File: config.mk
export PLATFORM = sky130hd
export DESIGN_NAME = down_timer_flat
export DESIGN_NICKNAME = d
export VERILOG_FILES = /design/src/rtl/down_timer_if.sv /design/src/rtl/down_timer.sv /design/src/flat_wrapper.sv
export SDC_FILE = /design/constraint.sdc
export NUM_CORES = 1
export LEC_CHECK = 0
export BUFFER_PORTS_ARGS = -buffer_cell sky130_fd_sc_hd__buf_2
export CORE_MARGIN = 2
export CORE_UTILIZATION = 49
export DETAILED_ROUTE_END_ITERATION = 10
export PLACE_DENSITY = 0.87
export SLEW_MARGIN = 20
export SYNTH_ARGS = -nofsm -noshare
export SYNTH_HDL_FRONTEND = slang
export SYNTH_SLANG_ARGS = --single-unit
export TNS_END_PERCENT = 50
File: constraint.sdc
create_clock -name clk -period 2.02 [get_ports clk]
set_clock_uncertainty 0.1 [all_clocks]
set_input_delay 0.101 -clock clk [delete_from_list [all_inputs] [get_ports clk]]
set_output_delay 0.101 -clock clk [all_outputs]
set_load 0.005 [all_outputs]
File: src/rtl/down_timer_if.sv
// Load handshake between a requester (master) and the down_timer (slave).
// The timer raises load_ready only while it can accept a new start value.
interface down_timer_if #(
  parameter int WIDTH = 8
);
  logic             load_valid;
  logic [WIDTH-1:0] load_value;
  logic             load_ready;

  modport master (output load_valid, output load_value, input load_ready);
  modport slave  (input load_valid, input load_value, output load_ready);
endinterface

File: src/rtl/down_timer.sv
// Loadable down-counter timer with an is_one pre-terminal flag, a one-cycle done
// pulse and optional auto-reload for periodic tick generation.
module down_timer #(
  parameter int WIDTH       = 8,
  parameter bit AUTO_RELOAD = 1'b0
) (
  input  logic             clk,
  input  logic             reset,
  down_timer_if.slave      ld,
  input  logic             enable,
  input  logic             abort,
  output logic [WIDTH-1:0] count,
  output logic             is_one,
  output logic             done,
  output logic             busy
);

  typedef enum logic {IDLE, RUN} state_t;

  localparam logic [WIDTH-1:0] ONE = WIDTH'(1);

  state_t           state;
  logic [WIDTH-1:0] reload_value;

  assign ld.load_ready = (state == IDLE) && !abort;
  assign busy          = (state == RUN);

  // NOTE: every register here uses <= so all updates see pre-edge values;
  // blocking assignments would let later statements observe half-updated state.
  always_ff @(posedge clk) begin
    if (reset) begin
      // NOTE: the reload register is cleared too, so a stale period can never
      // leak into a later auto-reload.
      state        <= IDLE;
      count        <= '0;
      is_one       <= 1'b0;
      done         <= 1'b0;
      reload_value <= '0;
    end else begin
      done <= 1'b0;
      unique case (state)
        IDLE: begin
          if (ld.load_valid && ld.load_ready) begin
            count <= ld.load_value;
            if (ld.load_value == '0) begin
              // Zero load is a degenerate timer: expire immediately.
              is_one <= 1'b0;
              done   <= 1'b1;
            end else begin
              reload_value <= ld.load_value;
              is_one       <= (ld.load_value == ONE);
              state        <= RUN;
            end
          end
        end
        RUN: begin
          if (abort) begin
            state  <= IDLE;
            count  <= '0;
            is_one <= 1'b0;
          end else if (enable) begin
            if (count == ONE) begin
              done <= 1'b1;
              if (AUTO_RELOAD) begin
                count  <= reload_value;
                is_one <= (reload_value == ONE);
              end else begin
                count  <= '0;
                is_one <= 1'b0;
                state  <= IDLE;
              end
            end else begin
              // is_one follows the next value so it stays aligned with count.
              count  <= count - ONE;
              is_one <= (count == WIDTH'(2));
            end
          end
        end
        default: state <= IDLE;
      endcase
    end
  end

endmodule
File: src/flat_wrapper.sv
// flat-port wrapper written by rule: the top's interface ports become plain ports
module down_timer_flat 
#(
  parameter int WIDTH       = 8,
  parameter bit AUTO_RELOAD = 1'b0
)
  (clk, reset, enable, abort, count, is_one, done, busy, ld_load_valid, ld_load_value, ld_load_ready);
  down_timer_if #(.WIDTH(WIDTH)) ld_i ();
  input  logic clk;
  input  logic reset;
  input  logic enable;
  input  logic abort;
  output logic [WIDTH-1:0] count;
  output logic is_one;
  output logic done;
  output logic busy;
  input wire logic [$bits(ld_i.load_valid)-1:0] ld_load_valid;
  input wire logic [$bits(ld_i.load_value)-1:0] ld_load_value;
  output wire logic [$bits(ld_i.load_ready)-1:0] ld_load_ready;
  assign ld_i.load_valid = ld_load_valid;
  assign ld_i.load_value = ld_load_value;
  assign ld_load_ready = ld_i.load_ready;
  down_timer #(.WIDTH(WIDTH), .AUTO_RELOAD(AUTO_RELOAD)) u_core (.clk(clk), .reset(reset), .ld(ld_i), .enable(enable), .abort(abort), .count(count), .is_one(is_one), .done(done), .busy(busy));
endmodule
==> impl_metrics.ini <==
[setup_path]
end_kind = register
crit_fanout = 6
crit_type = register to register
worstSetupStartpointType = register
cp.arrival_ns = 1.82
critPathRequiredTime_ns = 2.10

[synth]
ys_ff_latch = 11
yosysUniqueCellTypes = 39
yosysTopAreaCell = dfxtp_1
synth_edf_count = 0
synth.avg_cell_area_um2 = 8.53
netlist_area_um2 = 785
synth_nets = 108
synth_area_leaders = dfxtp_1, ha_1, nor2_1, a21oi_1, a211oi_1
seq_area_frac_synth_pct = 28.1
postSynthCellCount = 92
ys_async_sr_fraction_pct = 0
ys.flop_type = dfxtp_1
synth_top_area_share_pct = 28.1
yosys_warnings = 0

[clocking]
clock_sinks = 11
htreeDepth = 1
clkTransAtPathRegs_ns = 0.08
cts_setup_buffers = 0
numCtsBuffers = 3
tritoncts = yes
clk_path_buf_depth = 2
cts_root_buf = clkbuf_4
clkLatencyLatePin_ns = 0.28
cts_resized = 0

[die]
initial_core_util_pct = 52.1
num_io_pins = 25
rows = 14
die_x_um = 44.0
coreArea_um2 = 1510
die_h_um = 44.0
fp.dieArea_um2 = 1940

[power_and_ir_drop]
p_int_mw = 0.377
vdd_ir_drop_max_mv = 0.313
clkPwrFrac_pct = 27.5
p_comb_share_pct = 28.3
seq_power_share_pct = 44.2
switching_share_pct = 34.3
p_per_area_nw_per_um2 = 610
power.leakage_nw = 0.394
switching_power_mw = 0.197

[outcome]
status = completed

[global_routing]
antenna_found_initial = 0
gr-total-overflow = 0
grt_pass1_vias = 775
grt_pass1_wl_mm = 3.44
grt_use_total_pct = 24.0
grt_max_degree = 14

[sta]
fin_crit_ns = 1.74
fin_tns_setup_ns = 0
rsz0062_at_grt = false
hold_viol = 0
relSlewSlack_pct = 68.2
finalSetupViolations = 0
slew_violations = 0
tightest_slew_ns = 0.472
finalCritPeriodShare_pct = 86.1
max_freq_ghz = 0.575

[placement]
dpl.cell_count = 131
port_buffers = 24
gp_congestion = 0.915
hpwl_mm = 1.61
placedInstanceArea_um2 = 905

[detailed_routing]
dr_total_vias = 901
drc = 0
avgRoutedWirePerCell_um = 16.1
first_iter_violations = 33
firstDrtPassIters = 7
ant_nets = 0
routed_via_density = 6.63
drt-total-wl_mm = 2.20

[worst_hold_path]
holdCritPathClass = input pin to register

[layout]
fin_nets = 137
layout-drive-gt1-share_pct = 28.3
syn2layout_area_growth_pct = 19.9
final_cell_count_no_fill = 136
antenna_cells = 0
design_area_um2 = 941

[job]
maxCapViolCount = 0
==> flip-flops by register name, indices dropped and copies added (netlist names) <==
register,count
u_core.busy,1
u_core.is_one,1
u_core.done,1
u_core.count,8
==> worst paths after layout <==
path,from,endpoint,slack (ns),cells after the start
min,ld_load_value[5],u_core.count[5]$_SDFFE_PP0P_,0.008,3
max reg2reg,u_core.count[1]$_SDFFE_PP0P_,u_core.is_one$_SDFFE_PP0P_,0.28,5
min reg2reg,u_core.is_one$_SDFFE_PP0P_,u_core.is_one$_SDFFE_PP0P_,0.41,2
max,u_core.count[1]$_SDFFE_PP0P_,u_core.is_one$_SDFFE_PP0P_,0.28,5
==> stage by stage <==
step                util, %  power, mW  setup slack [ns]  hold WS [ns]
global route           62.5      0.603            0.0796        0.0297
global placement       60.0      0.410             0.401         0.276
detailed placement     60.0      0.414             0.338         0.286
CTS                    62.5      0.571             0.308       0.00669
floorplan                 -      0.358             0.448        0.0795
finish                 62.5      0.574             0.280       0.00750
==> critical path: stages (launching register included) <==
cell	delay, ns
dfxtp_1	0.41
inv_1	0.09
ha_1	0.20
nor4b_1	0.39
nand4_1	0.19
a311oi_1	0.26
==> cells in the final DEF, fill, tap and decap left out, types with 3 or more instances in the layout <==
cell | synthesis | final
a211oi_1 | 4 | 4
o21ai_0 | 3 | 3
a21oi_1 | 6 | 6
clkbuf_4 | 0 | 3
nor2_1 | 9 | 9
dfxtp_1 | 11 | 11
a31oi_1 | 4 | 4
nor3_1 | 4 | 4
nor2b_1 | 3 | 3
buf_2 | 0 | 24
ha_1 | 3 | 3
inv_1 | 7 | 7
==> power by group through the flow <==
stage / Sequential (mW) / Clock, mW / Combinational, mW
2_1_floorplan: 0.257 / 0 / 0.102
3_3_place_gp: 0.257 / 0 / 0.152
3_5_place_dp: 0.258 / 0 / 0.155
4_1_cts: 0.253 / 0.159 / 0.158
5_1_grt: 0.256 / 0.170 / 0.177
6_report: 0.254 / 0.158 / 0.162
==> cell families after synthesis <==
kind of cell	count (synthesis)	synth area share, %
DFF	11	28.1
and+or+nand+nor	35	29.2
buffers and inverters	10	7.82
AOI/OAI and AO/OA	33	30.1
adders and majority gates	3	4.79
==> layer usage <==
layer	vias up	share of wire [%]	track usage, %	wire (um)
li1	420	-	-	-
met2	64	47	39.7	1030
met1	405	41	30.4	896
met5	-	0	0	0
met4	0	2.9	7.27	64
met3	12	9.5	6.53	208
==> cell usage after synthesis (2+ instances only) <==
library cell,n
dfxtp_1,11
nor2_1,9
inv_1,7
a21oi_1,6
a211oi_1,4
a31oi_1,4
nor3_1,4
ha_1,3
nor2b_1,3
o21ai_0,3
a32oi_1,2
buf_6,2
nand2_1,2
nand2b_1,2
nand3_1,2
nand4_1,2
nor4_1,2
o21ai_1,2
o32ai_1,2
==> final cells by class <==
cell class              instances  area (um^2)
clock buffers                   4         26.3
fillers                       140          566
inverters                       7         26.3
multi-input cells              71          503
flip-flops and latches         11          220
well taps                      16         20.0
repair buffers                 27          145
==> repair_timing <==
item | in CTS | in global routing
endpoints found under the hold margin | 2 | 0
hold buffers | 1 | 0
endpoints found under the setup margin | 0 | 0
Power figures use the tool's default switching activity.
